`src/rtl/instr_fetch_stage_pkg.sv`:
```
// instr_fetch_stage_pkg: shared types and constants for the fetch stage
package instr_fetch_stage_pkg;

   typedef enum logic [1:0] {
      PC4_PC_MUX,
      BRANCH_PC_MUX,
      FLUSH_PC_MUX,
      BOOT_PC_MUX
   } pc_mux;

   typedef enum logic [1:0] {
      FETCH_BOOT,
      FETCH_RUN,
      FETCH_DRAIN
   } fetch_state_e;

   localparam logic [31:0] NOP_INSTR = 32'h0000_0013;

   typedef struct packed {
      logic [31:0] instr;
      logic [31:0] pc;
   } fetch_entry_t;

endpackage

```
`src/rtl/instr_fetch_stage_if.sv`:
```
// instr_fetch_stage_if: instruction-memory req/gnt/rvalid bus
interface instr_fetch_stage_if;

   logic        imem_req_op;
   logic [31:0] imem_addr_op;
   logic        imem_gnt_ip;
   logic        imem_rvalid_ip;
   logic [31:0] imem_rdata_ip;

   modport master (
      output imem_req_op, imem_addr_op,
      input  imem_gnt_ip, imem_rvalid_ip, imem_rdata_ip
   );

   modport slave (
      input  imem_req_op, imem_addr_op,
      output imem_gnt_ip, imem_rvalid_ip, imem_rdata_ip
   );

endinterface

```
`src/rtl/instr_fetch_stage_fetch_buffer.sv`:
```
// fetch_buffer: small FIFO of {instr, pc} fetch responses
module fetch_buffer
   import instr_fetch_stage_pkg::*;
#(
   parameter int FIFO_DEPTH = 2
) (
   input  logic                                 clock,
   input  logic                                 reset,
   input  logic                                 push,
   input  logic                                 pop,
   input  logic                                 clear,
   input  fetch_entry_t                         din,
   output logic                                 full,
   output logic                                 empty,
   output logic [$clog2(FIFO_DEPTH+1)-1:0]      count,
   output fetch_entry_t                         head
);

   localparam int AW = $clog2(FIFO_DEPTH);
   localparam int CW = $clog2(FIFO_DEPTH + 1);

   fetch_entry_t    mem [FIFO_DEPTH];
   logic [AW-1:0]   rd_ptr, wr_ptr;
   logic            do_push, do_pop;

   assign empty   = count == '0;
   assign full    = count == CW'(FIFO_DEPTH);
   assign do_pop  = pop & ~empty;
   assign do_push = push & (~full | do_pop);
   assign head    = mem[rd_ptr];

   // pointers wrap naturally because the depth is a power of two
   always_ff @(posedge clock or posedge reset) begin
      if (reset) begin
         rd_ptr <= '0;
         wr_ptr <= '0;
         count  <= '0;
      end else if (clear) begin
         rd_ptr <= '0;
         wr_ptr <= '0;
         count  <= '0;
      end else begin
         rd_ptr <= rd_ptr + AW'(do_pop);
         wr_ptr <= wr_ptr + AW'(do_push);
         count  <= count + CW'(do_push) - CW'(do_pop);
      end
   end

   // storage needs no reset; it is only read when count says it is valid
   always_ff @(posedge clock) begin
      if (do_push) mem[wr_ptr] <= din;
   end

endmodule

```
`src/rtl/instr_fetch_stage.sv`:
```
// instr_fetch_stage: in-order instruction fetch with response buffer and IF/ID register
module instr_fetch_stage
   import instr_fetch_stage_pkg::*;
#(
   parameter logic [31:0] BOOT_ADDR  = 32'h0000_0000,
   parameter int          FIFO_DEPTH = 2
) (
   input  logic                       clock,
   input  logic                       reset,
   instr_fetch_stage_if.master        imem,
   input  logic                       stall_ip,
   input  logic                       flush_en_ip,
   input  pc_mux                      pc_mux_ip,
   input  logic [31:0]                pc_branch_target_ip,
   output logic                       instr_data_valid_op,
   output logic [31:0]                instr_data_op,
   output logic [31:0]                pc_op,
   output logic [31:0]                pc4_op
);

   localparam int CW = $clog2(FIFO_DEPTH + 1);
   localparam logic [1:0] S_BOOT  = FETCH_BOOT;
   localparam logic [1:0] S_RUN   = FETCH_RUN;
   localparam logic [1:0] S_DRAIN = FETCH_DRAIN;

   logic [1:0]    state;
   logic [31:0]   pc, tag_pc, target;
   logic [CW-1:0] outstanding, discard, discard_next, count;
   logic          redirect, accept, keep, bypass, push, pop, full, empty;
   fetch_entry_t  head;

   assign target   = {pc_branch_target_ip[31:2], 2'b00};
   assign redirect = flush_en_ip & (pc_mux_ip == FLUSH_PC_MUX);

   // in-flight plus buffered words never exceed the buffer depth, so pushes cannot overflow
   assign imem.imem_req_op  = (state != S_BOOT) & ~redirect &
                              (({1'b0, outstanding} + {1'b0, count}) < (CW+1)'(FIFO_DEPTH));
   assign imem.imem_addr_op = pc;
   assign accept = imem.imem_req_op & imem.imem_gnt_ip;

   assign keep   = imem.imem_rvalid_ip & ~redirect & (discard == '0);
   assign bypass = keep & ~stall_ip & empty;
   assign push   = keep & ~bypass;
   assign pop    = ~redirect & ~stall_ip & ~empty;

   assign discard_next = redirect ? outstanding - CW'(imem.imem_rvalid_ip) :
                         (imem.imem_rvalid_ip && discard != '0) ? discard - CW'(1) : discard;

   assign pc4_op = pc_op + 32'd4;

   fetch_buffer #(.FIFO_DEPTH(FIFO_DEPTH)) u_buf (
      .clock (clock),
      .reset (reset),
      .push  (push),
      .pop   (pop),
      .clear (redirect),
      .din   ({imem.imem_rdata_ip, tag_pc}),
      .full  (full),
      .empty (empty),
      .count (count),
      .head  (head)
   );

   // a push into a full buffer without a simultaneous pop would lose a word
   assert property (@(posedge clock) disable iff (reset) !(push && full && !pop));

   // sequencing state, fetch PC, response tag PC and in-flight bookkeeping
   always_ff @(posedge clock or posedge reset) begin
      if (reset) begin
         state       <= S_BOOT;
         pc          <= BOOT_ADDR;
         tag_pc      <= BOOT_ADDR;
         outstanding <= '0;
         discard     <= '0;
      end else begin
         state       <= (state == S_BOOT) ? S_RUN :
                        (redirect && discard_next != '0) ? S_DRAIN :
                        (discard_next == '0) ? S_RUN : state;
         pc          <= redirect ? target : accept ? pc + 32'd4 : pc;
         tag_pc      <= redirect ? target : keep ? tag_pc + 32'd4 : tag_pc;
         outstanding <= outstanding + CW'(accept) - CW'(imem.imem_rvalid_ip);
         discard     <= discard_next;
      end
   end

   // IF/ID register: redirect kills it, otherwise buffered words win over the bypass
   always_ff @(posedge clock or posedge reset) begin
      if (reset) begin
         instr_data_valid_op <= 1'b0;
         instr_data_op       <= NOP_INSTR;
         pc_op               <= '0;
      end else if (redirect) begin
         instr_data_valid_op <= 1'b0;
         instr_data_op       <= NOP_INSTR;
      end else if (!stall_ip) begin
         if (!empty) begin
            instr_data_valid_op <= 1'b1;
            instr_data_op       <= head.instr;
            pc_op               <= head.pc;
         end else if (keep) begin
            instr_data_valid_op <= 1'b1;
            instr_data_op       <= imem.imem_rdata_ip;
            pc_op               <= tag_pc;
         end else begin
            instr_data_valid_op <= 1'b0;
            instr_data_op       <= NOP_INSTR;
         end
      end
   end

endmodule

```
`src/flat_wrapper.sv`:
```
// flat-port wrapper written by rule: the top's interface ports become plain ports
module instr_fetch_stage_flat import instr_fetch_stage_pkg::*;
#(
   parameter logic [31:0] BOOT_ADDR  = 32'h0000_0000,
   parameter int          FIFO_DEPTH = 2
)
  (clock, reset, stall_ip, flush_en_ip, pc_mux_ip, pc_branch_target_ip, instr_data_valid_op, instr_data_op, pc_op, pc4_op, imem_imem_req_op, imem_imem_addr_op, imem_imem_gnt_ip, imem_imem_rvalid_ip, imem_imem_rdata_ip);
  instr_fetch_stage_if imem_i ();
  input  logic clock;
  input  logic reset;
  input  logic stall_ip;
  input  logic flush_en_ip;
  input  pc_mux pc_mux_ip;
  input  logic [31:0] pc_branch_target_ip;
  output logic instr_data_valid_op;
  output logic [31:0] instr_data_op;
  output logic [31:0] pc_op;
  output logic [31:0] pc4_op;
  output wire logic [$bits(imem_i.imem_req_op)-1:0] imem_imem_req_op;
  output wire logic [$bits(imem_i.imem_addr_op)-1:0] imem_imem_addr_op;
  input wire logic [$bits(imem_i.imem_gnt_ip)-1:0] imem_imem_gnt_ip;
  input wire logic [$bits(imem_i.imem_rvalid_ip)-1:0] imem_imem_rvalid_ip;
  input wire logic [$bits(imem_i.imem_rdata_ip)-1:0] imem_imem_rdata_ip;
  assign imem_imem_req_op = imem_i.imem_req_op;
  assign imem_imem_addr_op = imem_i.imem_addr_op;
  assign imem_i.imem_gnt_ip = imem_imem_gnt_ip;
  assign imem_i.imem_rvalid_ip = imem_imem_rvalid_ip;
  assign imem_i.imem_rdata_ip = imem_imem_rdata_ip;
  instr_fetch_stage #(.BOOT_ADDR(BOOT_ADDR), .FIFO_DEPTH(FIFO_DEPTH)) u_core (.clock(clock), .reset(reset), .imem(imem_i), .stall_ip(stall_ip), .flush_en_ip(flush_en_ip), .pc_mux_ip(pc_mux_ip), .pc_branch_target_ip(pc_branch_target_ip), .instr_data_valid_op(instr_data_valid_op), .instr_data_op(instr_data_op), .pc_op(pc_op), .pc4_op(pc4_op));
endmodule
```
`config.mk`:
```
export PLATFORM = sky130hd
export DESIGN_NAME = instr_fetch_stage_flat
export DESIGN_NICKNAME = d
export VERILOG_FILES = /design/src/rtl/instr_fetch_stage_pkg.sv /design/src/rtl/instr_fetch_stage_if.sv /design/src/rtl/instr_fetch_stage_fetch_buffer.sv /design/src/rtl/instr_fetch_stage.sv /design/src/flat_wrapper.sv
export SDC_FILE = /design/constraint.sdc
export NUM_CORES = 1
export LEC_CHECK = 0
export CAP_MARGIN = 20
export CORE_UTILIZATION = 31
export CTS_CLUSTER_DIAMETER = 50
export DETAILED_ROUTE_END_ITERATION = 16
export PLACE_DENSITY = 0.47
export SYNTH_ARGS = -nofsm -noshare
export SYNTH_HDL_FRONTEND = slang
export SYNTH_HIERARCHICAL = 1
export SYNTH_SLANG_ARGS = --single-unit
```
`constraint.sdc`:
```
create_clock -name clock -period 11.9 [get_ports clock]
set_input_delay 1.19 -clock clock [delete_from_list [all_inputs] [get_ports clock]]
set_output_delay 1.19 -clock clock [all_outputs]
set_load 0.05 [all_outputs]
```
* Word-level counts from Yosys, hierarchy flattened
Memory sizes are Yosys's and may differ from the RTL's. Index checks and enable logic that the tools add are counted.
Word-level totals: memories kept 1, bits in registers 139, output and inout port bits 130, memory bits (writable) 128, bits of input ports 72
Memory list:
- u_core.u_buf.mem | words 2, width 64, rd ports 1, clocked after memory_dff 0, write ports 1, line instr_fetch_stage_fetch_buffer.sv:22 | fetch_entry_t mem [FIFO_DEPTH];
Operators by class: add/sub/neg operators 12, $lt $le $gt $ge 1, bitwise gates (word level) 19, reductions and logical operators 13, eq/ne operators 4, mux-type cells 24
Operators by type and width (number):
- $mux 32 | 10
- $add 32x3->32 const B | 3
- $and 1x1->1 | 13
- $mux 2 | 6
- $reduce_bool 2->1 | 5
- $logic_not 2->1 | 4
- $mux 1 | 8
- $sub 2x1->2 | 3
- $not 1->1 | 5
- $add 2x1->2 | 2
- $eq 2x2->1 const B | 2
- $ne 2x1->1 const B | 2
- $add 2x2->3 | 1
- $lt 3x2->1 const B | 1
- $reduce_and 3->1 | 1
- $reduce_bool 3->1 | 1
- $add 1x1->1 | 2
- $logic_and 1x1->1 | 2
- $sub 2x1->2 const B | 1
- $or 1x1->1 | 1

* Logic depth before layout (Yosys ltp)
Gate-level depths: netlist (run 1).
depth in word-level cells 13, gate-level depth with buffers 12, gate-level depth less buffers 11

* Cells and area by module
The synthesis (run 1) kept the hierarchy.
By module, submodules not included:
- instr_fetch_stage | seq. area each 3281.9 um^2, cells an instance 740, instances 1, area an instance 7099.3 um^2
- fetch_buffer | seq. area each 3943.8 um^2, cells an instance 223, instances 1, area an instance 4879.7 um^2

* Worst setup path after synthesis (run 1)
OpenSTA, ideal clock, no wires.
path kind input -> register, start point input pc_mux_ip[1], end point memory u_core/u_buf/mem[1][0] in the netlist's numbering (enable), stages on the path 8, path slack 7553 ps, setup time 429 ps, buffers on the path 1, required time 11471 ps, arrival time 3918 ps, cell sequence nand2_1 or2_2 inv_1 or3_1 inv_1 clkbuf_1 o21a_1 ha_1
RTL lines:
- start: declaration | line flat_wrapper.sv:13 | input pc_mux pc_mux_ip;
- $eq 2x2->1 | line instr_fetch_stage.sv:33 | assign redirect = flush_en_ip & (pc_mux_ip == FLUSH_PC_MUX);
- $and 1x1->1 | line instr_fetch_stage.sv:33
- $not 1->1 (no line)
- $and 1x1->1 (2 in series) | line instr_fetch_stage.sv:44 | assign pop = ~redirect & ~stall_ip & ~empty;
- net u_core.pop | line instr_fetch_stage.sv:29 | logic redirect, accept, keep, bypass, push, pop, full, empty;
- $and 1x1->1 | line instr_fetch_stage_fetch_buffer.sv:28 | assign do_pop = pop & ~empty;
- $or 1x1->1 | line instr_fetch_stage_fetch_buffer.sv:29 | assign do_push = push & (~full | do_pop);
- $and 1x1->1 | line instr_fetch_stage_fetch_buffer.sv:29
- $mux 1 | line instr_fetch_stage_fetch_buffer.sv:51 | if (do_push) mem[wr_ptr] <= din;
- $mux 1 (not written as such) | line instr_fetch_stage_fetch_buffer.sv:51
- end: declaration | line instr_fetch_stage_fetch_buffer.sv:22
The timed path passes the listed nets, and every way through them passes these cells.

* Worst setup path after layout (run 1)
start point input pc_mux_ip[1], end point memory u_core/u_buf/mem[0][53] in the netlist's numbering (enable)
Between the ends: word-level cells in the longest chain between the ends 12
Ends and longest elaborated chain:
- $eq 2x2->1 * | line instr_fetch_stage.sv:33
- $and 1x1->1 * | line instr_fetch_stage.sv:33
- $not 1->1 (no line) *
- $and 1x1->1 (2 in series) | line instr_fetch_stage.sv:41 | assign keep = imem.imem_rvalid_ip & ~redirect & (discard == '0);
- $and 1x1->1 (2 in series) | line instr_fetch_stage.sv:42 | assign bypass = keep & ~stall_ip & empty;
- $not 1->1 | line instr_fetch_stage.sv:43 | assign push = keep & ~bypass;
- $and 1x1->1 | line instr_fetch_stage.sv:43
- $and 1x1->1 * | line instr_fetch_stage_fetch_buffer.sv:29
- $mux 1 * | line instr_fetch_stage_fetch_buffer.sv:51
- $mux 1 (not written as such) * | line instr_fetch_stage_fetch_buffer.sv:51
Every way passes the cells marked *; elsewhere a longest branch is shown, timed or not.

==> results of run 1 <==
[cell usage in the layout, fill, tap and decap left out, types with 4 or more instances in the layout]
master,n
clkbuf_8,4
buf_4,12
nand3_1,29
nor2_1,86
or2_2,4
nor4_2,9
mux2_2,65
a222oi_1,29
xor2_1,24
ha_1,9
nand4_2,4
edfxtp_1,128
clkinv_1,5
o21ai_0,5
and3_1,5
and2_1,4
conb_1,6
nor3_1,18
inv_1,56
a21oi_1,85
nand4_1,22
a31oi_1,4
nor4_1,6
clkbuf_1,7
xnor2_1,62
clkinv_2,4
nand2_1,35
or3_1,8
clkdlybuf4s50_1,197
or4_1,6
and4_1,4
o21ai_1,4
clkbuf_16,34
dfrtp_1,131
mux2i_1,34
[metal layers]
layer  routed length, um  vias up
met2               14600      189
met5                   0        -
met4                 420        0
met1               15300     4051
met3                1340       34
li1                    -     3893
[critical path, cell delays in order]
cell and delay [ps]:
clkdlybuf4s50_1 400, nand2_1 60, or2_2 110, buf_4 350
inv_1 410, or3_1 500, inv_1 80, buf_4 380
o21a_1 230, ha_2 740, buf_4 600
[power by group through the flow]
stage	combinational, mW	clock [mW]	sequential (mW)
CTS	1.91	1.02	1.44
global route	2.02	1.05	1.48
floorplan	0.935	0	1.79
detailed placement	1.91	0	1.45
finish	1.89	0.984	1.43
global placement	1.90	0	1.45
[registers in the layout (all words and copies together) (netlist names), 2 cells and up]
| signal | count |
|---|---|
| u_core/imem.imem_addr_op | 30 |
| u_core/state | 2 |
| u_core/pc_op | 32 |
| u_core/u_buf/mem | 128 |
| u_core/u_buf/count | 2 |
| u_core/outstanding | 2 |
| u_core/tag_pc | 30 |
| u_core/instr_data_op | 32 |
| u_core/discard | 2 |
[per-stage QoR]
stage               power (mW)  cells  cell area (um^2)  utilization [%]
floorplan                 2.72    967             12000                -
global placement          3.35   1637             14500             38.3
detailed placement        3.36   1637             14500             38.3
CTS                       4.37   1699             15600             41.1
global route              4.55   1699             15600             41.1
finish                    4.31   1699             15600             41.1
[path summary, 6_finish.rpt]
path	start	to	slack (ps)	depth (start not counted)
worst max-delay path	pc_mux_ip[1]	u_core/u_buf/mem[0][53]	6920	11
worst min-delay path	u_core/state[0]	u_core/state[0]	480	1
worst max register to register	u_core/u_buf/count[1]	u_core/u_buf/mem[0][53]	8080	8
worst min register to register	u_core/state[0]	u_core/state[0]	480	1
max in group asynchronous	reset	u_core/tag_pc[31]	9390	3
min in group asynchronous	reset	u_core/u_buf/count[0]	1020	2
[layout make-up]
class                      instances  area [um^2]  area share, %
sequential                       263         7230           46.4
clock buffer                      45          932           5.99
clock inverter                    17          154          0.989
tap                              511          639           4.11
multi-input combinational        597         4330           27.8
timing repair buffer             209         2060           13.2
inverter                          57          219           1.41
==> out/qor.txt, run 1 <==
Vias per inst - 4.81
Global route hottest layer - met2
Num CTS Buffers - 34
Post-route setup slack - 6920 ps
Layout Skew - 25.1 ps
CTS root buffer - clkbuf_16
Placed wire-length estimate - 20700 um
Clk_lat worst skew - 520 ps
Die height - 199 um
Unrepaired setup endpoints after global routing - false
Max Freq - 0.201 GHz
Layout cell share with drive strength beyond 1 - 13.6%
Synth Instances - 962
# Post-CTS Setup Buffers - 0
Average routed wire per standard cell - 18.6 um
CTS max path bufs - 3
Hold WS - 481 ps
Via count - 8167
Fraction of power spent switching nets - 42.5%
Nets - 1246
H-tree levels - 2
Final worst-path cycle share - 41.8%
Pre-antenna DRT Iters - 5
Net Switching - 1.83 mW
Ant. Diodes - 0
Final Hold Viols - 0
WS Path Type - in -> reg
Gate power share - 43.9%
Worst path required time - 12040 ps
WL final - 31700 um
Area grow syn2layout - 30.0%
Residual DRC - 0
CTS tree - done
Pleak - 5.87 nW
Crit end category - register
Setup-failing EPs final - 0
CTS Hold Bufs - 0
Largest net degree at the start of global routing - 77
CTS clk-pin slew, worst paths - 50 ps
Worst VDD drop - 0.000127 V
Min-Delay Path Class - reg -> reg
Synthesized area - 0.0120 mm^2
Pre-CTS WS - 6240 ps
Antenna Nets Post-Route - 0
Met3 Use GR - 2.59%
Sequential Power Share - 33.3%
Met1 Track Usage GR - 23.8%
Core area - 0.0378 mm^2
Fillers - 3697
DIE AREA - 0.0394 mm^2
Synth Area per Inst - 12.4 um^2
Slew Viols, Final - 0
PostCTS Resize Cnt - 0
Antenna violations before repair - 0
Critical Path Fanout Max - 38
Run status - completed
Detailed router's first-iteration violation count - 541
Clock power share - 22.8%
WP data arrival - 5120 ps
Least-Margin Pin Slew - 1060 ps
Critical path startpoint category - input pin
Tmin final - 4980 ps
Int Pwr - 2.48 mW
Synth warn - 6
Maxcap violations - 0
Sink Count - 263
Post-route setup TNS - 0 ps
IO Port Bufs - 197
Total gr overflow - 0
Starting Density - 31.6%
GRT Resource Usage Total - 16.5%
Power Dens Cells - 277 mW/mm^2
GP Congestion - 0.769
Via count of the first global-routing pass - 8493
Die W - 199 um
Slew HR - 28.5%
Std-Cell Rows - 71
M2 GR Usage - 25.7%
Num ports - 202
Global-route wire length before repair - 50000 um
Note: power is estimated with default switching activity, not from simulation.
==> inputs of run 2 (changes only) <==
--- a/config.mk
+++ b/config.mk
@@ -9,7 +9,7 @@
 export CORE_UTILIZATION = 31
 export CTS_CLUSTER_DIAMETER = 50
 export DETAILED_ROUTE_END_ITERATION = 16
-export PLACE_DENSITY = 0.47
+export PLACE_DENSITY = 0.49
 export SYNTH_ARGS = -nofsm -noshare
 export SYNTH_HDL_FRONTEND = slang
 export SYNTH_HIERARCHICAL = 1
==> constraint.sdc (replaced) <==
create_clock -name clock -period 4.4 [get_ports clock]
set_input_delay 0.44 -clock clock [delete_from_list [all_inputs] [get_ports clock]]
set_output_delay 0.44 -clock clock [all_outputs]
set_load 0.05 [all_outputs]
==> run 2 against run 1 <==
Effect of this change:
- clock skew increased by 2.7 ps
- non-clock buffer count grew 4
- wire length is 1.3% lower
- sequential power grew to 2.7 times the previous value
- sequential share of layout area fell by 0.55 points
- die area stayed put
- utilization increased by 0.49 points
- final cell count rose by 0.35%
- critical path type is now reg -> out
- highest routed layer unchanged
==> out/qor.txt, run 2 (same netlist as run 1, synthesis figures left out) <==
Run status - completed
Crit end category - primary output
Power Dens Cells - 755 mW/mm^2 (+170%)
Fillers - 3616 (-2.2%)
Starting Density - 31.6% (unchanged)
Sink Count - 263 (unchanged)
Post-route setup TNS - 0 ps (unchanged)
Max reg flops - 128 (unchanged)
Maxcap violations - 0 (unchanged)
IO Port Bufs - 197 (unchanged)
Std-Cell Rows - 71 (unchanged)
Die W - 199 um (unchanged)
Layout Skew - 27.8 ps (+2.65 ps)
Biggest register - u_core/u_buf/mem
Layout cell share with drive strength beyond 1 - 14.2% (+0.60 points)
Via count - 8162 (-0.061%)
Vias per inst - 4.79 (-0.41%)
Residual DRC - 0 (unchanged)
Multi-input logic area - 0.00433 mm^2 (about the same)
Num CTS Buffers - 35 (+2.9%)
Via count of the first global-routing pass - 8251 (-2.8%)
Reg2reg end - u_core/imem.imem_addr_op[14]
Worst R2R Start - u_core/u_buf/count[0]
Global-route wire length before repair - 48900 um (-2.1%)
WS Path Type - reg -> out
Unrepaired setup endpoints after global routing - false
# Post-CTS Setup Buffers - 0 (unchanged)
CTS clk-pin slew, worst paths - 60 ps (about the same)
Pleak - 5.97 nW (+1.6%)
WL final - 31300 um (-1.3%)
Antenna violations before repair - 0 (unchanged)
Placed wire-length estimate - 20500 um (-0.99%)
Tmin final - 3560 ps
CTS Hold Bufs - 0 (unchanged)
Core area - 0.0378 mm^2 (unchanged)
GRT Resource Usage Total - 16.2% (-0.26 points)
CTS root buffer - clkbuf_16
Critical path startpoint category - register
Final Hold Viols - 0 (unchanged)
Setup-failing EPs final - 0 (unchanged)
GP Congestion - 0.781 (+1.6%)
Most common cell after layout, fill and taps aside - clkdlybuf4s50_1
Worst VDD drop - 0.000318 V (+150%)
Pre-antenna DRT Iters - 6 (+1)
Largest registers - u_core/u_buf/mem: 128 flops, u_core/instr_data_op: 32 flops, u_core/pc_op: 32 flops
Max Freq - 0.281 GHz
Final Util - 41.6% (+0.49 points)
CTS tree - done
WP data arrival - 3120 ps (-2000 ps)
Ant. Diodes - 0 (unchanged)
Most frequent cells in the layout - clkdlybuf4s50_1, dfrtp_1, edfxtp_1
Num ports - 202 (unchanged)
Nets - 1251 (+0.40%)
Worst path required time - 3960 ps (-8080 ps)
Detailed router's first-iteration violation count - 562 (+3.9%)
Placed Instances - 1640 (+0.18%)
FF-to-FF setup slack - 1610 ps (-6470 ps)
Area grow syn2layout - 31.5%
Clk_lat worst skew - 520 ps (about the same)
Worst r2r path cells - 6 (-2)
Average routed wire per standard cell - 18.3 um (-1.6%)
Slew HR - 29.8% (+1.3 points)
Die height - 199 um (unchanged)
Final worst-path cycle share - 80.9%
CTS max path bufs - 3 (unchanged)
Post-Layout Cell Count - 1705 (+0.35%)
Slew Viols, Final - 0 (unchanged)
Critical Path Fanout Max - 8 (-79%)
H-tree levels - 2 (unchanged)
DIE AREA - 0.0394 mm^2 (unchanged)
Largest net degree at the start of global routing - 101 (+31%)
Total gr overflow - 0 (unchanged)
FF/Latch Area - 0.00723 mm^2 (unchanged)
Least-Margin Pin Slew - 1040 ps (-18.9 ps)
PostCTS Resize Cnt - 0 (unchanged)
Antenna Nets Post-Route - 0 (unchanged)
Min-Delay Path Class - in -> async
-- run 2: worst max path at each step --
| stage | end | cells after the start | start |
|---|---|---|---|
| after global routing | pc4_op[30] | 8 | u_core/pc_op[2] |
| after CTS | pc4_op[30] | 8 | u_core/pc_op[2] |
| after floorplan | u_core/discard[0] | 1 | reset |
| after global placement | u_core/u_buf/count[1] | 13 | pc_mux_ip[1] |
| after detailed placement | u_core/u_buf/count[1] | 13 | pc_mux_ip[1] |
| final | pc4_op[30] | 8 | u_core/pc_op[2] |
-- run 2: through the flow --
step                      hold WS (ps)  instance area, um^2  total power [mW]  setup WS, ps
after detailed placement           475                14500              9.09          1220
after floorplan                    206                12000              7.36           467
final                              241                15800              11.9           842
after global routing               242                15800              12.5           526
after CTS                          224                15700              12.1           785
after global placement             461                14500              9.06          1260
-- run 2: per-layer routing --
metal	GRT usage [%]	part of all wire [%]
met1	23.5	48
met2	25.1	46
met3	2.54	4.0
met4	4.07	1.4
met5	0	0
-- run 2: worst max-delay path, stage by stage (launching register included) --
cell	delay (ps)
dfrtp_1	530
ha_1	260
nand4_1	170
nor3_1	190
buf_4	200
and2_1	180
nand4_1	120
xnor2_1	150
clkdlybuf4s50_1	810
-- run 2: cell type report --
type | count | share of cell area (%)
clock buffers | 45 | 6.19
multi-input cells | 597 | 27.5
repair buffers | 213 | 13.6
clock inverters | 19 | 1.42
well taps | 511 | 4.06
flip-flops and latches | 263 | 45.9
inverters | 57 | 1.39
-- run 2: power by group --
part | internal, mW | switching [mW]
clock | 1.81 | 1.08
combinational | 1.90 | 3.21
sequential | 3.19 | 0.685
total | 6.91 | 4.98
==> inputs of run 3 (changes only) <==
==> constraint.sdc (replaced) <==
create_clock -name clock -period 2.93 [get_ports clock]
set_input_delay 0.293 -clock clock [delete_from_list [all_inputs] [get_ports clock]]
set_output_delay 0.293 -clock clock [all_outputs]
set_load 0.05 [all_outputs]
==> run 3 against run 2 <==
Effect of this change:
- critical path type unchanged
- clock-buffer cell count grew 1
- die area unchanged
- critical endpoint unchanged
- utilization up 1.2 points
==> out/qor.txt, run 3 (same netlist as run 1, synthesis figures left out) <==
Run status - completed
Worst path required time - 2640 ps (-1320 ps)
Area grow syn2layout - 35.3%
CTS tree - done
Power Dens Cells - 1140 mW/mm^2 (+51%)
Core area - 0.0378 mm^2 (unchanged)
Crit end category - primary output
Sink Count - 263 (unchanged)
CTS root buffer - clkbuf_16
Max reg flops - 128 (unchanged)
Post-layout instance area - 0.0162 mm^2 (+2.8%)
Max Freq - 0.358 GHz
Layout cell share with drive strength beyond 1 - 17.7% (+3.5 points)
GRT Resource Usage Total - 16.1% (-0.14 points)
Num ports - 202 (unchanged)
Setup-failing EPs final - 0 (unchanged)
Placed Instances - 1654 (+0.85%)
CTS max path bufs - 3 (unchanged)
Slew HR - 45.2% (+15 points)
WP data arrival - 2500 ps (-620 ps)
Placed wire-length estimate - 21200 um (+3.5%)
# Post-CTS Setup Buffers - 0 (unchanged)
Clk_lat worst skew - 510 ps (about the same)
Pleak - 6.20 nW (+4.0%)
Reg2reg end - u_core/imem.imem_addr_op[21]
Antenna Nets Post-Route - 0 (unchanged)
Slew Viols, Final - 0 (unchanged)
Final worst-path cycle share - 95.2%
Post-Layout Cell Count - 1719 (+0.82%)
Min-Delay Path Class - in -> async
Most common cell after layout, fill and taps aside - clkdlybuf4s50_1
Pre-antenna DRT Iters - 5 (-1)
Total gr overflow - 0 (unchanged)
Final Util - 42.8% (+1.2 points)
Fillers - 3614 (-0.055%)
Worst VDD drop - 0.000674 V (+110%)
Worst R2R Start - u_core/u_buf/count[0]
Detailed router's first-iteration violation count - 519 (-7.7%)
Global-route wire length before repair - 48800 um (-0.37%)
Biggest register - u_core/u_buf/mem
Die height - 199 um (unchanged)
IO Port Bufs - 197 (unchanged)
Vias per inst - 4.80 (+0.19%)
Unrepaired setup endpoints after global routing - true
Maxcap violations - 0 (unchanged)
Via count of the first global-routing pass - 8188 (-0.76%)
Residual DRC - 0 (unchanged)
Worst r2r path cells - 6 (unchanged)
Num CTS Buffers - 36 (+2.9%)
Average routed wire per standard cell - 18.3 um (about the same)
Largest registers - u_core/u_buf/mem: 128 flops, u_core/instr_data_op: 32 flops, u_core/pc_op: 32 flops
Antenna violations before repair - 0 (unchanged)
Critical path startpoint category - register
H-tree levels - 2 (unchanged)
WL final - 31500 um (+0.72%)
Critical Path Fanout Max - 8 (unchanged)
Die W - 199 um (unchanged)
FF-to-FF setup slack - 240 ps (-1370 ps)
Starting Density - 31.6% (unchanged)
CTS clk-pin slew, worst paths - 60 ps (about the same)
Final Hold Viols - 0 (unchanged)
DIE AREA - 0.0394 mm^2 (unchanged)
Least-Margin Pin Slew - 823 ps (-221 ps)
Tmin final - 2790 ps
FF/Latch Area - 0.00723 mm^2 (about the same)
Ant. Diodes - 0 (unchanged)
Largest net degree at the start of global routing - 92 (-8.9%)
Placed inst area - 0.0150 mm^2 (+3.1%)
Multi-input logic area - 0.00438 mm^2 (+1.0%)
Pwr Total - 18.5 mW (+55%)
Layout Skew - 25.1 ps (-2.69 ps)
Via count - 8245 (+1.0%)
GP Congestion - 0.788 (+0.88%)
WS Path Type - reg -> out
Nets - 1265 (+1.1%)
Std-Cell Rows - 71 (unchanged)
Most frequent cells in the layout - clkdlybuf4s50_1, dfrtp_1, edfxtp_1
## run 3: cell types whose count changed in the layout (fill, tap and decap cells not counted), moves of 3 or more
| cell | before | now |
|---|---|---|
| xnor2_2 | 0 | 4 |
| clkbuf_1 | 5 | 9 |
| clkdlybuf4s50_1 | 197 | 174 |
| buf_4 | 13 | 19 |
| clkinv_1 | 4 | 0 |
| buf_12 | 2 | 31 |
| xnor2_1 | 62 | 58 |
| clkbuf_8 | 4 | 1 |
## run 3: routing by layer
metal,GRT usage (%),vias up,part of all wire [%]
met5,0,-,0
met4,4.22,0,1.8
met3,2.29,36,4.1
met2,24.9,190,46
met1,23.4,4089,48
li1,-,3930,-
## run 3: repair_timing
action / CTS / global route
setup endpoints to repair: 3 / 5
hold buffers: 0 / 0
gates resized for setup: 3 / 4
gates cloned: 0 / 0
## run 3: critical path, cell delays in order (launching register included)
cell     delay, ps
dfrtp_2        440
ha_2           230
nand4_1        190
nor3_2         170
buf_4          200
and2_1         190
nand4_1        160
xnor2_2        220
buf_12         170
## run 3: worst max-delay path by stage
stage	startpoint	end	slack (ps)	depth (start not counted)
final	u_core/pc_op[2]	pc4_op[30]	140	8
after global routing	u_core/pc_op[2]	pc4_op[30]	-60	8
after CTS	u_core/pc_op[12]	pc4_op[30]	30	6
after detailed placement	u_core/u_buf/count[0]	u_core/imem.imem_addr_op[21]	260	6
after global placement	u_core/u_buf/count[0]	u_core/imem.imem_addr_op[21]	250	6
after floorplan	u_core/u_buf/count[1]	u_core/u_buf/mem[1][0]	-700	7
## run 3: report_power, final
part	switching [mW]	internal, mW
clock network	1.63	2.76
logic	4.96	3.28
registers	1.03	4.80
## run 3: final cells by class
cell class | instances | share of cell area [%]
clock buffers | 46 | 5.85
clock inverters | 19 | 1.61
inverters | 57 | 1.34
multi-input cells | 597 | 27.0
flip-flops and latches | 263 | 44.6
well taps | 511 | 3.95
repair buffers | 226 | 15.6
## run 3: per-stage QoR
step	setup TNS [ps]	hold slack [ps]	setup slack, ps
global route	-64.4	83.0	-64.4
CTS	0	73.0	27.5
finish	0	77.4	140
global placement	0	461	254
detailed placement	0	470	262
floorplan	-89630	59.1	-700
